===== config.mk =====
export PLATFORM = sky130hd
export DESIGN_NAME = arb8_1_16_flat
export DESIGN_NICKNAME = d
export VERILOG_FILES = /design/src/rtl/arb8_1_16_pkg.sv /design/src/rtl/arb8_1_16_if.sv /design/src/rtl/mux8_1_16.sv /design/src/rtl/arb8_1_16.sv /design/src/flat_wrapper.sv
export SDC_FILE = /design/constraint.sdc
export NUM_CORES = 1
export LEC_CHECK = 0
export BUFFER_PORTS_ARGS = -buffer_cell sky130_fd_sc_hd__buf_4
export CORE_MARGIN = 2
export CORE_UTILIZATION = 49
export DETAILED_ROUTE_END_ITERATION = 12
export HOLD_SLACK_MARGIN = 0.06
export MAX_ROUTING_LAYER = met4
export PLACE_DENSITY = 0.88
export SLEW_MARGIN = 10
export SYNTH_ARGS = -nofsm -noshare
export SYNTH_HDL_FRONTEND = slang
export SYNTH_SLANG_ARGS = --single-unit

===== constraint.sdc =====
create_clock -name clk -period 7.8 [get_ports clk]
set_input_delay 1.17 -clock clk [delete_from_list [all_inputs] [get_ports clk]]
set_output_delay 1.17 -clock clk [all_outputs]
set_load 0.005 [all_outputs]

===== src/rtl/arb8_1_16_pkg.sv =====
// arb8_1_16_pkg: shared sizes, select type and round-robin pick function
package arb8_1_16_pkg;
  localparam int NREQ = 8;
  localparam int DW = 16;
  localparam int SELW = 3;
  typedef logic [SELW-1:0] sel_t;
  function automatic sel_t rr_pick(input logic [NREQ-1:0] req, input sel_t ptr);
    logic [2*NREQ-1:0] dbl;
    sel_t off;
    dbl = {req, req} >> (4'(ptr) + 4'd1);
    off = '0;
    for (int i = NREQ - 1; i >= 0; i--) if (dbl[i]) off = sel_t'(i);
    return ptr + off + sel_t'(1);
  endfunction
endpackage


===== src/rtl/arb8_1_16_if.sv =====
// arb8_1_16_if: requester words, grant and valid/ready output bus
interface arb8_1_16_if;
  import arb8_1_16_pkg::*;
  logic [NREQ-1:0] req;
  logic [NREQ-1:0] grant;
  logic [DW-1:0] InA, InB, InC, InD, InE, InF, InG, InH;
  logic out_ready;
  logic out_valid;
  logic [DW-1:0] Out;
  sel_t out_src;
  modport master(output req, InA, InB, InC, InD, InE, InF, InG, InH, out_ready,
                 input grant, out_valid, Out, out_src);
  modport slave(input req, InA, InB, InC, InD, InE, InF, InG, InH, out_ready,
                output grant, out_valid, Out, out_src);
endinterface


===== src/rtl/mux8_1_16.sv =====
// mux8_1_16: 16-bit 8:1 data select
module mux8_1_16
  import arb8_1_16_pkg::*;
(
  input  sel_t S,
  input  logic [DW-1:0] InA, InB, InC, InD, InE, InF, InG, InH,
  output logic [DW-1:0] Y
);
  // binary tree of 2:1 selects on S
  always_comb
    Y = S[2] ? (S[1] ? (S[0] ? InH : InG) : (S[0] ? InF : InE))
             : (S[1] ? (S[0] ? InD : InC) : (S[0] ? InB : InA));
endmodule


===== src/rtl/arb8_1_16.sv =====
// arb8_1_16: round-robin arbiter feeding a 1-entry valid/ready output register
module arb8_1_16
  import arb8_1_16_pkg::*;
#(
  parameter sel_t RST_PTR = 3'd7
) (
  input logic clk,
  input logic rst,
  arb8_1_16_if.slave bus
);
  sel_t ptr, sel, src_q;
  logic valid_q, free, accept;
  logic [DW-1:0] word, out_q;
  assign free = !valid_q | bus.out_ready;
  assign accept = free & (|bus.req) & !rst;
  assign sel = rr_pick(bus.req, ptr);
  assign bus.grant = accept ? NREQ'(1) << sel : '0;
  assign bus.out_valid = valid_q;
  assign bus.Out = out_q;
  assign bus.out_src = src_q;
  mux8_1_16 u_mux (
    .S(sel), .InA(bus.InA), .InB(bus.InB), .InC(bus.InC), .InD(bus.InD),
    .InE(bus.InE), .InF(bus.InF), .InG(bus.InG), .InH(bus.InH), .Y(word)
  );
  // load the granted word, empty the stage when drained, hold everything on stall
  always_ff @(posedge clk or posedge rst)
    if (rst) begin
      valid_q <= 1'b0;
      out_q <= '0;
      src_q <= '0;
      ptr <= RST_PTR;
    end else if (accept) begin
      valid_q <= 1'b1;
      out_q <= word;
      src_q <= sel;
      ptr <= sel;
    end else if (free) valid_q <= 1'b0;
endmodule


===== src/flat_wrapper.sv =====
// flat-port wrapper written by rule: the top's interface ports become plain ports
module arb8_1_16_flat import arb8_1_16_pkg::*;
#(
  parameter sel_t RST_PTR = 3'd7
)
  (clk, rst, bus_req, bus_InA, bus_InB, bus_InC, bus_InD, bus_InE, bus_InF, bus_InG, bus_InH, bus_out_ready, bus_grant, bus_out_valid, bus_Out, bus_out_src);
  arb8_1_16_if bus_i ();
  input logic clk;
  input logic rst;
  input wire logic [$bits(bus_i.req)-1:0] bus_req;
  input wire logic [$bits(bus_i.InA)-1:0] bus_InA;
  input wire logic [$bits(bus_i.InB)-1:0] bus_InB;
  input wire logic [$bits(bus_i.InC)-1:0] bus_InC;
  input wire logic [$bits(bus_i.InD)-1:0] bus_InD;
  input wire logic [$bits(bus_i.InE)-1:0] bus_InE;
  input wire logic [$bits(bus_i.InF)-1:0] bus_InF;
  input wire logic [$bits(bus_i.InG)-1:0] bus_InG;
  input wire logic [$bits(bus_i.InH)-1:0] bus_InH;
  input wire logic [$bits(bus_i.out_ready)-1:0] bus_out_ready;
  output wire logic [$bits(bus_i.grant)-1:0] bus_grant;
  output wire logic [$bits(bus_i.out_valid)-1:0] bus_out_valid;
  output wire logic [$bits(bus_i.Out)-1:0] bus_Out;
  output wire logic [$bits(bus_i.out_src)-1:0] bus_out_src;
  assign bus_i.req = bus_req;
  assign bus_i.InA = bus_InA;
  assign bus_i.InB = bus_InB;
  assign bus_i.InC = bus_InC;
  assign bus_i.InD = bus_InD;
  assign bus_i.InE = bus_InE;
  assign bus_i.InF = bus_InF;
  assign bus_i.InG = bus_InG;
  assign bus_i.InH = bus_InH;
  assign bus_i.out_ready = bus_out_ready;
  assign bus_grant = bus_i.grant;
  assign bus_out_valid = bus_i.out_valid;
  assign bus_Out = bus_i.Out;
  assign bus_out_src = bus_i.out_src;
  arb8_1_16 #(.RST_PTR(RST_PTR)) u_core (.clk(clk), .rst(rst), .bus(bus_i));
endmodule

---- Word level (Yosys, flattened, before mapping) ----
Cells that the tools add are included.
Widths: inputs -> output; s select.
operators by class
  mux-type cells .......................... 18
  add/sub/neg operators ................... 3
  bitwise logic cells ..................... 3
  reductions and logical operators ........ 4
  shift-type cells ........................ 2
operators with widths
  operator             number
  $mux 16              7
  $mux 3               8
  $shr 16x4->8         1
  $mux 8               1
  $reduce_or 8->1      1
  $shl 1x3->8 const A  1
  $add 3x1->4 const B  1
  $add 3x1->3 const B  1
  $add 3x3->3          1
  $and 1x1->1          2
  $logic_not 1->1      2
  $mux 1               2
  $reduce_bool 2->1    1
  $or 1x1->1           1
storage, ports and cells
  register bits after elaboration ......... 23
  word-level logic and storage cells ...... 34

---- Logic depth before layout (Yosys ltp) ----
Gate-level depths: netlist (run 1).
  depth in word-level cells ............... 15
  depth in mapped cells ................... 18
  depth with buffers taken out ............ 13

---- Hierarchy ----
A second synthesis (run 1) with hierarchy kept.
second synthesis, totals
  cell total of the unflattened synthesis .. 259
  area total of the unflattened synthesis .. 2766.4 µm²
modules (own cells, without submodules)
  module     cells an instance  instances  area each (µm²)  sequential area each (µm²)
  arb8_1_16  202                1          1695.4           579.3
  mux8_1_16  57                 1          1071.0           0.0

---- Least setup slack after synthesis (run 1) ----
No wires, ideal clock.
  kind .................................... input port to output port
  start ................................... input bus_req[5]
  end ..................................... output bus_grant[1]
  setup slack ............................. 2244 ps
  required time ........................... 6630 ps
  path buffers ............................ 3
  cell stages on the path ................. 14
  arrival ................................. 4386 ps
  cell sequence ........................... clkbuf_1 > mux4_2 > a211oi_1 > o21ai_0 > o21ai_0 > o22ai_1 > a21oi_1 > a22oi_1 > ha_1 > fa_1 > clkbuf_1 > clkbuf_1 > nand2_1 > nor3b_1
between the ends
  cells in the longest elaborated chain, start to end .. 13
  elaborated cells between the ends (all ways) .. 16
ends and longest elaborated chain
  what                  RTL line             source
  from (decl)           flat_wrapper.sv:10   input wire logic [$bits(bus_i.req)-1:0] bus_req;
  $shr 16x4->8          arb8_1_16_pkg.sv:10  dbl = {req, req} >> (4'(ptr) + 4'd1);
  $mux 3 (8 in series)  arb8_1_16_pkg.sv:12  for (int i = NREQ - 1; i >= 0; i--) if (dbl[i]) off = sel_t'(i);
  $add 3x3->3           arb8_1_16_pkg.sv:13  return ptr + off + sel_t'(1);
  $add 3x1->3           arb8_1_16_pkg.sv:13
  $shl 1x3->8           arb8_1_16.sv:17      assign bus.grant = accept ? NREQ'(1) << sel : '0;
  $mux 8 *              arb8_1_16.sv:17
  to (decl)             flat_wrapper.sv:20   output wire logic [$bits(bus_i.grant)-1:0] bus_grant;
Every way passes the cells marked *; elsewhere a longest branch is shown, timed or not.

---- Worst setup path in the final report (run 1) ----
  start ................................... register u_core.ptr[1]
  end ..................................... output bus_grant[7]
between the ends
  cells in the longest elaborated chain, start to end .. 14
ends and longest elaborated chain
  what                    RTL line             source
  from (decl)             arb8_1_16.sv:11      sel_t ptr, sel, src_q;
  from (signal assigned)  arb8_1_16.sv:36      ptr <= sel;
  $add 3x1->4             arb8_1_16_pkg.sv:10
  $shr 16x4->8            arb8_1_16_pkg.sv:10
  $mux 3 (8 in series)    arb8_1_16_pkg.sv:12
  $add 3x3->3 *           arb8_1_16_pkg.sv:13
  $add 3x1->3 *           arb8_1_16_pkg.sv:13
  $shl 1x3->8 *           arb8_1_16.sv:17
  $mux 8 *                arb8_1_16.sv:17
Marks and branches as above.

==> impl_metrics.py, run 1 <==
metrics = {
    "status": {
        "outcome": "completed",
    },
    "placed_design": {
        "placement.cell_area_um2": 4080,
        "place_hpwl_um": 7570,
        "place_inst": 478,
        "place.port_buffers": 166,
        "gpl.final_weighted_congestion": 0.908,
    },
    "cells_and_area": {
        "fin_nets": 552,
        "fin_cells": 482,
        "area_delta_synth_final_pct": 44.0,
        "antennaDiodeCount": 0,
        "final_layout_size_suffix_gt1_share_pct": 64.4,
        "final_design_area_no_fill_um2": 4120,
    },
    "cts": {
        "cts_post_setup_buffers_inserted": 0,
        "deepest_level_of_the_cts_h_tree": 1,
        "numClockSinks": 23,
        "worstSkewPairLatency_ns": 0.26,
        "cts.repair.resized": 0,
        "cts_hold_repair.buffers": 0,
        "cts-buffers-inserted": 3,
        "cts_tree": "done",
        "clkTransAtPathRegs_ns": 0.08,
        "clk_root_buffer_cell": "sky130_fd_sc_hd__clkbuf_8",
        "clock_tree.buffer_depth": 2,
    },
    "sta": {
        "rsz_0062_raised_after_global_routing": "no",
        "slew_violations": 0,
        "final_period_minus_worst_setup_slack_ns": 5.83,
        "finalSetupViolCount": 0,
        "fmaxAchievable_ghz": 0.172,
        "max_slew_margin_pct": 30.8,
        "final_hold_viol_count": 0,
        "fin_setup_tns_ns": 0,
        "layout_worst_path_cycle_share_pct": 74.7,
        "tightestPinTransition_ns": 1.04,
        "worst_clock_skew_ns": 0.00725,
        "hold-worst-slack_ns": 0.504,
    },
    "logic_synthesis": {
        "syn-num-nets": 410,
        "synth_area_um2": 2860,
        "syn-instance-count": 269,
        "synth_flop_cell": "sky130_fd_sc_hd__dfrtp_1",
        "count_of_distinct_cell_types_in_the_synthesized_netlist": 46,
        "synth.yosys.warnings": 0,
        "synthMostInstantiatedCell": "sky130_fd_sc_hd__nor2_1",
        "synth_top_cell_area_share_pct": 28.3,
        "ys_top_cells_by_area": "sky130_fd_sc_hd__mux4_2 (28%), sky130_fd_sc_hd__dfrtp_1 (17%), sky130_fd_sc_hd__a211oi_2 (7.0%), sky130_fd_sc_hd__nor3_2 (7.0%), sky130_fd_sc_hd__nor2_1 (5.6%)",
        "async_flop_share_pct": 100,
        "count_of_flip_flops_with_a_built_in_enable_after_synthesis": 0,
        "yosys_register_bits": 23,
        "synth.avg_cell_area_um2": 10.6,
        "synth_area_leader_cell": "sky130_fd_sc_hd__mux4_2",
        "yosysSeqAreaShare_pct": 20.2,
        "synth.top_cells.by_count": "sky130_fd_sc_hd__nor2_1 (43), sky130_fd_sc_hd__mux4_2 (36), sky130_fd_sc_hd__dfrtp_1 (20), sky130_fd_sc_hd__nor3_2 (20), sky130_fd_sc_hd__a211oi_2 (16)",
    },
    "floorplan": {
        "floorplan.rows": 27,
        "initial_utilization_pct": 51.3,
        "core_area_um2": 5570,
        "horizontal_die_dimension_um": 80.4,
        "design.die.area_um2": 6470,
        "die-height_um": 80.4,
        "num_io_pins": 167,
    },
    "pwr": {
        "internal_power_mw": 1.27,
        "power.density_cell_area_nw_per_um2": 590,
        "power.sequential.fraction_pct": 11.5,
        "power.combinational.fraction_pct": 85.4,
        "power.static_leakage_nw": 1.71,
        "vdd.ir_drop.worst_mv": 0.440,
        "switchingPower_mw": 1.16,
        "share_clk_of_total_power_pct": 3.1,
        "swShare_pct": 47.8,
    },
    "critical_path": {
        "crit_type": "reg2out",
        "crit_arrival_ns": 4.66,
        "startpoint_type": "register",
        "crit_chain": "mux4_2 > a211oi_1 > o21ai_0 > o21ai_0 > o22ai_1 > a21oi_1 > a22oi_1 > ha_2 > fa_2 > xnor2_1 > xnor2_4 > buf_4 > nor4_2 > buf_4",
        "critical_path_maximum_fanout": 37,
        "critPathSlowestCell": "sky130_fd_sc_hd__dfstp_2",
        "critical_path_required_ns": 6.63,
        "critPathCaptureType": "output port",
        "crit_path_max_incr_delay_ns": 0.98,
    },
    "route": {
        "detail_routed_via_count_per_cell": 5.99,
        "antenna_left": 0,
        "wirelength_um": 9520,
        "initialDrtViolationCount": 192,
        "detail_route.first_pass.iterations": 4,
        "route.detailed.drc": 0,
        "post_drt_wl_per_cell_um": 19.7,
        "num_vias": 2885,
    },
    "global_routing": {
        "grt_pass1_vias": 2930,
        "first_pass_grt_wire_length_um": 14300,
        "global_route_usage_over_all_layers_pct": 29.9,
        "largest_net_degree_at_the_start_of_global_routing": 40,
        "grt_antenna_before_repair": 0,
        "grt_remaining_overflow": 0,
    },
    "min_path": {
        "min-delay-path-class": "reg2reg",
    },
    "flow_run": {
        "timing.max_cap.violations": 0,
    },
}
[power groups by stage]
stage	registers, mW	logic, mW	clock network [mW]
2_1_floorplan	0.226	1.77	0
3_3_place_gp	0.277	2.04	0
3_5_place_dp	0.279	2.09	0
4_1_cts	0.279	2.10	0.0762
5_1_grt	0.292	2.25	0.0796
6_report	0.280	2.08	0.0746
[layer usage]
metal,GRT usage [%],part of all wire (%),vias up,wire length [µm]
met2,51.0,55,134,5220
li1,-,-,1326,-
met1,37.1,37,1407,3540
met5,-,0,-,0
met4,9.32,2.5,0,235
met3,4.16,5.5,18,528
[sequential cells by signal, indices dropped and copies added, names as in the netlist]
signal,cells
u_core.bus.Out,16
u_core.bus.out_src,3
u_core.ptr,3
u_core.bus.out_valid,1
[final timing paths]
| kind | start | to | slack (ns) | cells after the start |
|---|---|---|---|---|
| worst max-delay path | u_core.ptr[1] | bus_grant[7] | 1.97 | 14 |
| worst min-delay path | u_core.bus.out_src[1] | u_core.bus.out_src[1] | 0.50 | 1 |
| worst max register to register | u_core.ptr[1] | u_core.bus.Out[12] | 3.11 | 13 |
| worst min register to register | u_core.bus.out_src[1] | u_core.bus.out_src[1] | 0.50 | 1 |
| max in group asynchronous | rst | u_core.bus.Out[0] | 6.13 | 2 |
| min in group asynchronous | rst | u_core.bus.Out[3] | 1.12 | 2 |
[cells in the final DEF (no fill, tap or decap), types with 4 or more instances in the layout]
cell type,n
sky130_fd_sc_hd__buf_4,169
sky130_fd_sc_hd__nor2_1,43
sky130_fd_sc_hd__mux4_2,36
sky130_fd_sc_hd__nor3_2,20
sky130_fd_sc_hd__dfrtp_1,20
sky130_fd_sc_hd__a211oi_2,16
sky130_fd_sc_hd__nor3_1,14
sky130_fd_sc_hd__nand2b_1,7
sky130_fd_sc_hd__inv_1,7
sky130_fd_sc_hd__a211oi_1,6
sky130_fd_sc_hd__nand2_1,6
sky130_fd_sc_hd__nor3b_1,6
sky130_fd_sc_hd__nor2b_1,5
sky130_fd_sc_hd__a2111oi_0,4
[logic make-up (layout without fill, tap and decap cells)]
kind of cell / count (synthesis) / after routing / share of synthesized area (%)
buffers and inverters: 39 / 180 / 7.21
AND/OR/NAND/NOR: 113 / 113 / 24.5
multiplexers: 39 / 39 / 29.4
flip-flops: 23 / 23 / 20.2
AO/OA/AOI/OAI: 49 / 49 / 16.0
adder cells (fa/ha/maj): 2 / 2 / 1.14
XOR/XNOR: 4 / 4 / 1.49
[worst max-delay path, delay by kind of cell, from the launching register on]
family                     cells  cell delay, ns
adders and majority gates      2            0.61
muxes                          1            0.61
xor gates and xnor gates       2            0.55
and+or+nand+nor                1            0.09
AOI/OAI and AO/OA              6            0.86
DFF                            1            0.98
buffers and inverters          2            0.67
[through the flow]
stage / worst slack, ns / power (mW) / utilization [%]
6_report: 1.97 / 2.43 / 73.9
5_1_grt: 1.71 / 2.62 / 73.9
3_3_place_gp: 2.11 / 2.32 / 73.1
3_5_place_dp: 2.01 / 2.37 / 73.1
2_1_floorplan: 2.24 / 2.00 / -
4_1_cts: 1.98 / 2.45 / 73.9
[layout make-up]
type,instances,area (µm²)
clock buffers,3,41.3
fillers,395,1450
inverters,7,26.3
multi-input cells,207,2110
repair buffers,169,1270
flip-flops and latches,23,579
clock inverters,1,5.00
well taps,72,90.1
No activity file was read; power rests on OpenSTA's default activity.
==> run 2, diff against run 1 <==
- CORE_UTILIZATION: 49 -> 45
- PLACE_DENSITY: 0.88 -> 0.82
- clock period: 7.8 -> 5.7 ns (I/O delays scaled with it)
==> impl_metrics.py, run 2 (synthesis results as in run 1) <==
metrics = {
    "cells_and_area": {
        "most_common_library_cell_in_the_layout_ignoring_fill_and_taps": "sky130_fd_sc_hd__buf_4",
        "final_core_utilization_pct": 66.4,
        "nFillCells": 484,
        "area_delta_synth_final_pct": 44.9,
        "fin_nets": 553,
        "final_design_area_no_fill_um2": 4150,
        "antennaDiodeCount": 0,
        "largest_register_ff_count": 16,
        "fin_cells": 488,
        "final_layout_size_suffix_gt1_share_pct": 64.2,
        "layout.cells.most_common_list": "sky130_fd_sc_hd__buf_4 (169), sky130_fd_sc_hd__nor2_1 (43), sky130_fd_sc_hd__mux4_2 (36), sky130_fd_sc_hd__nor3_2 (20), sky130_fd_sc_hd__dfrtp_1 (20)",
    },
    "floorplan": {
        "core_area_um2": 6240,
        "num_io_pins": 167,
        "initial_utilization_pct": 45.9,
        "die-height_um": 83.7,
        "design.die.area_um2": 7010,
        "horizontal_die_dimension_um": 83.7,
        "floorplan.rows": 29,
    },
    "cts": {
        "numClockSinks": 23,
        "cts_hold_repair.buffers": 0,
        "cts-buffers-inserted": 3,
        "cts_tree": "done",
        "deepest_level_of_the_cts_h_tree": 1,
        "clock_tree.buffer_depth": 2,
        "clk_root_buffer_cell": "sky130_fd_sc_hd__clkbuf_8",
        "clkTransAtPathRegs_ns": 0.09,
        "cts.repair.resized": 0,
        "worstSkewPairLatency_ns": 0.27,
        "cts_post_setup_buffers_inserted": 0,
    },
    "sta": {
        "tightestPinTransition_ns": 1.03,
        "final_period_minus_worst_setup_slack_ns": 5.30,
        "fmaxAchievable_ghz": 0.189,
        "slew_violations": 0,
        "max_slew_margin_pct": 31.7,
        "rsz_0062_raised_after_global_routing": "no",
        "hold-worst-slack_ns": 0.507,
        "fin_setup_tns_ns": 0,
        "final_hold_viol_count": 0,
        "finalSetupViolCount": 0,
        "worst_clock_skew_ns": 0.00537,
        "layout_worst_path_cycle_share_pct": 92.9,
        "post-route-worst-setup-slack_ns": 0.403,
    },
    "route": {
        "initialDrtViolationCount": 112,
        "antenna_left": 0,
        "detail_routed_via_count_per_cell": 5.81,
        "route.detailed.drc": 0,
        "post_drt_wl_per_cell_um": 18.6,
        "wirelength_um": 9090,
        "detail_route.first_pass.iterations": 4,
        "num_vias": 2835,
    },
    "global_routing": {
        "global_route_usage_over_all_layers_pct": 26.3,
        "grt_pass1_vias": 3007,
        "grt_remaining_overflow": 0,
        "largest_net_degree_at_the_start_of_global_routing": 40,
        "first_pass_grt_wire_length_um": 14500,
        "grt_antenna_before_repair": 0,
    },
    "critical_path": {
        "crit_type": "reg2out",
        "critical_path_maximum_fanout": 37,
        "timing.critical_path.buf_inv": 1,
        "startpoint_type": "register",
        "crit_path_max_incr_delay_ns": 0.85,
        "crit_arrival_ns": 4.44,
        "critPathSlowestCell": "sky130_fd_sc_hd__dfstp_4",
        "critical_path_required_ns": 4.85,
        "critical-path-top-cell-by-count": "sky130_fd_sc_hd__o21ai_0",
        "critPathCaptureType": "output port",
        "path_delay_family": "compound AO/OA/AOI/OAI gates",
        "crit_chain": "mux4_2 > a211oi_1 > o21ai_0 > o21ai_0 > o22ai_1 > a21oi_1 > a22oi_1 > ha_2 > fa_2 > xnor2_1 > xnor2_4 > nor4b_2 > buf_4",
    },
    "min_path": {
        "min-delay-path-class": "reg2reg",
    },
    "flow_run": {
        "timing.max_cap.violations": 0,
    },
    "pwr": {
        "vdd.ir_drop.worst_mv": 0.729,
        "power.density_cell_area_nw_per_um2": 814,
        "power.total_mw": 3.38,
        "power.static_leakage_nw": 1.71,
    },
    "placed_design": {
        "gpl.final_weighted_congestion": 0.937,
        "detailedPlace.worstSlack_ns": 0.451,
        "place_inst": 483,
        "placement.cell_area_um2": 4080,
        "place.port_buffers": 166,
        "place_hpwl_um": 7180,
    },
    "status": {
        "outcome": "completed",
    },
}
[run 2: worst register-to-register path, stage by stage, from the launching register on]
cell and delay [ns]:
sky130_fd_sc_hd__dfstp_4 0.85, sky130_fd_sc_hd__mux4_2 0.60, sky130_fd_sc_hd__a211oi_1 0.23, sky130_fd_sc_hd__o21ai_0 0.10, sky130_fd_sc_hd__o21ai_0 0.18, sky130_fd_sc_hd__o22ai_1 0.12, sky130_fd_sc_hd__a21oi_1 0.15, sky130_fd_sc_hd__a22oi_1 0.09
sky130_fd_sc_hd__ha_2 0.21, sky130_fd_sc_hd__fa_2 0.38, sky130_fd_sc_hd__xnor2_1 0.54, sky130_fd_sc_hd__xnor2_4 0.29, sky130_fd_sc_hd__buf_4 0.38, sky130_fd_sc_hd__nor3_2 0.09, sky130_fd_sc_hd__a211oi_2 0.24
[run 2: worst paths after layout]
| check | start | to | slack, ns | cells past startpoint |
|---|---|---|---|---|
| worst max-delay path | u_core.ptr[1] | bus_grant[3] | 0.40 | 13 |
| worst min-delay path | u_core.bus.out_src[2] | u_core.bus.out_src[2] | 0.51 | 2 |
| worst max register to register | u_core.ptr[1] | u_core.bus.Out[7] | 1.18 | 14 |
| worst min register to register | u_core.bus.out_src[2] | u_core.bus.out_src[2] | 0.51 | 2 |
| max in group asynchronous | rst | u_core.bus.out_src[2] | 4.33 | 2 |
| min in group asynchronous | rst | u_core.bus.out_src[0] | 0.81 | 2 |
[run 2: final cells by class]
class                      instances  area (µm²)  area share, %
sequential                        23         583           14.1
multi-input combinational        208        2130           51.3
clock buffer                       4        45.0           1.09
inverter                           7        26.3          0.634
timing repair buffer             169        1270           30.6
tap                               77        96.3           2.32
[run 2: per-layer routing]
| layer | part of all wire, % | global-route usage (%) | up-vias |
|---|---|---|---|
| met3 | 5.9 | 2.77 | 20 |
| li1 | - | - | 1322 |
| met5 | 0 | - | - |
| met1 | 37 | 32.2 | 1373 |
| met2 | 55 | 45.7 | 120 |
| met4 | 2.8 | 8.36 | 0 |
[run 2: power by group]
part,internal (mW),leakage [nW],switching [mW]
Sequential,0.268,0.254,0.115
Combinational,1.46,1.44,1.43
Clock,0.0500,0.0228,0.0569
==> run 3, diff against run 2 <==
- CELL_PAD_IN_SITES_DETAIL_PLACEMENT: not set -> 1
- CELL_PAD_IN_SITES_GLOBAL_PLACEMENT: not set -> 2
- CORE_UTILIZATION: 45 -> 25
- PLACE_DENSITY: 0.82 -> not set
- PLACE_DENSITY_LB_ADDON: not set -> 0.1
==> impl_metrics.py, run 3 (synthesis results as in run 1) <==
metrics = {
    "status": {
        "outcome": "completed",
    },
    "sta": {
        "rsz_0062_raised_after_global_routing": "no",
        "final_period_minus_worst_setup_slack_ns": 5.14,
        "layout_worst_path_cycle_share_pct": 90.2,
        "max_slew_margin_pct": 26.4,
        "fmaxAchievable_ghz": 0.195,
        "fin_setup_tns_ns": 0,
        "tightestPinTransition_ns": 1.10,
        "final_hold_viol_count": 0,
        "worst_clock_skew_ns": 0.00589,
        "slew_violations": 0,
        "finalSetupViolCount": 0,
    },
    "pwr": {
        "power.total_mw": 3.50,
        "power.density_cell_area_nw_per_um2": 822,
        "power.static_leakage_nw": 1.73,
        "vdd.ir_drop.worst_mv": 0.428,
    },
    "min_path": {
        "hp-start": "u_core.bus.out_src[2]",
        "min-delay-path-class": "reg2reg",
        "holdPathStages": 2,
        "timing.hold.worst_endpoint": "u_core.bus.out_src[2]",
    },
    "floorplan": {
        "initial_utilization_pct": 25.4,
        "design.die.area_um2": 12300,
        "die-height_um": 111,
        "core_area_um2": 11300,
        "horizontal_die_dimension_um": 111,
        "floorplan.rows": 39,
        "num_io_pins": 167,
    },
    "cells_and_area": {
        "antennaDiodeCount": 0,
        "final_layout_size_suffix_gt1_share_pct": 64.3,
        "nFillCells": 1314,
        "final_design_area_no_fill_um2": 4260,
        "fin_cells": 555,
        "most_common_library_cell_in_the_layout_ignoring_fill_and_taps": "sky130_fd_sc_hd__buf_4",
        "area_delta_synth_final_pct": 48.8,
        "layout.cells.most_common_list": "sky130_fd_sc_hd__buf_4 (171), sky130_fd_sc_hd__nor2_1 (43), sky130_fd_sc_hd__mux4_2 (36), sky130_fd_sc_hd__nor3_2 (20), sky130_fd_sc_hd__dfrtp_1 (20)",
        "fin_nets": 554,
        "largest_register_ff_count": 16,
    },
    "placed_design": {
        "place.port_buffers": 166,
        "place_hpwl_um": 8460,
        "gpl.final_weighted_congestion": 0.801,
        "place_inst": 551,
        "placement.cell_area_um2": 4180,
    },
    "critical_path": {
        "crit_type": "reg2out",
        "rr_worst_depth": 13,
        "timing.rr.end": "u_core.bus.Out[15]",
        "crit_arrival_ns": 4.29,
        "reg2reg_from": "u_core.ptr[1]",
        "reg2reg_setup_slack_ns": 1.16,
        "startpoint_type": "register",
        "critPathCaptureType": "output port",
        "critical_path_maximum_fanout": 27,
        "critical_path_required_ns": 4.85,
    },
    "route": {
        "detail_routed_via_count_per_cell": 5.14,
        "route.detailed.drc": 0,
        "post_drt_wl_per_cell_um": 18.8,
        "detail_route.first_pass.iterations": 4,
        "wirelength_um": 10400,
        "initialDrtViolationCount": 97,
        "num_vias": 2854,
        "antenna_left": 0,
    },
    "cts": {
        "cts_tree": "done",
        "deepest_level_of_the_cts_h_tree": 1,
        "worstSkewPairLatency_ns": 0.26,
        "cts_hold_repair.buffers": 0,
        "clk_root_buffer_cell": "sky130_fd_sc_hd__clkbuf_16",
        "cts_post_setup_buffers_inserted": 0,
        "clkTransAtPathRegs_ns": 0.07,
        "cts-buffers-inserted": 3,
        "cts.repair.resized": 0,
        "numClockSinks": 23,
        "clock_tree.buffer_depth": 2,
    },
    "global_routing": {
        "first_pass_grt_wire_length_um": 17100,
        "global_route_usage_over_all_layers_pct": 17.6,
        "largest_net_degree_at_the_start_of_global_routing": 34,
        "grt_antenna_before_repair": 0,
        "grt_remaining_overflow": 0,
        "grt_pass1_vias": 3235,
    },
    "flow_run": {
        "timing.max_cap.violations": 0,
    },
}
==> run 3: stage by stage <==
| stage | setup slack, ns | util [%] | hold WS (ns) |
|---|---|---|---|
| floorplan | 0.774 | - | 0.479 |
| global placement | 0.827 | 37.1 | 0.471 |
| detailed placement | 0.757 | 37.1 | 0.477 |
| CTS | 0.578 | 37.8 | 0.492 |
| global route | 0.304 | 37.8 | 0.537 |
| finish | 0.559 | 37.8 | 0.492 |
==> run 3: metal layers <==
layer	vias to the layer above	GRT usage, %	share of wire [%]
li1	1330	-	-
met1	1405	22.1	42
met2	108	30.1	51
met3	11	2.73	5.8
met4	0	3.83	1.8
met5	-	-	0
==> run 3: area by class of cell <==
type	instances	area, µm²	share of cell area, %
multi-input combinational	207	2110	49.6
timing repair buffer	171	1280	30.1
sequential	23	579	13.6
tap	143	179	4.20
clock buffer	4	78.8	1.85
inverter	7	26.3	0.617
==> run 3: worst max-delay path by stage <==
stage	start	to	slack (ns)	depth (start not counted)
after floorplan	bus_req[5]	bus_grant[1]	0.77	14
after global placement	bus_req[0]	bus_grant[3]	0.83	13
after detailed placement	bus_req[0]	bus_grant[3]	0.76	13
after CTS	u_core.ptr[1]	bus_grant[3]	0.58	12
after global routing	u_core.ptr[1]	bus_grant[3]	0.30	12
final	u_core.ptr[1]	bus_grant[3]	0.56	12
==> run 3: critical path, stage by stage, from the launching register on <==
cell and delay (ns):
sky130_fd_sc_hd__dfstp_2 0.83, sky130_fd_sc_hd__mux4_2 0.60, sky130_fd_sc_hd__a211oi_1 0.22, sky130_fd_sc_hd__o21ai_0 0.09, sky130_fd_sc_hd__o21ai_0 0.19, sky130_fd_sc_hd__o22ai_1 0.12, sky130_fd_sc_hd__a21oi_1 0.17, sky130_fd_sc_hd__a22oi_1 0.09
sky130_fd_sc_hd__ha_2 0.21, sky130_fd_sc_hd__fa_2 0.78, sky130_fd_sc_hd__buf_4 0.43, sky130_fd_sc_hd__nor4b_2 0.10, sky130_fd_sc_hd__buf_4 0.16
==> run 3: power breakdown <==
part,total [mW],internal (mW),switching (mW)
sequential,0.373,0.265,0.108
combinational,2.97,1.44,1.53
clock,0.158,0.0957,0.0621
total,3.50,1.80,1.70
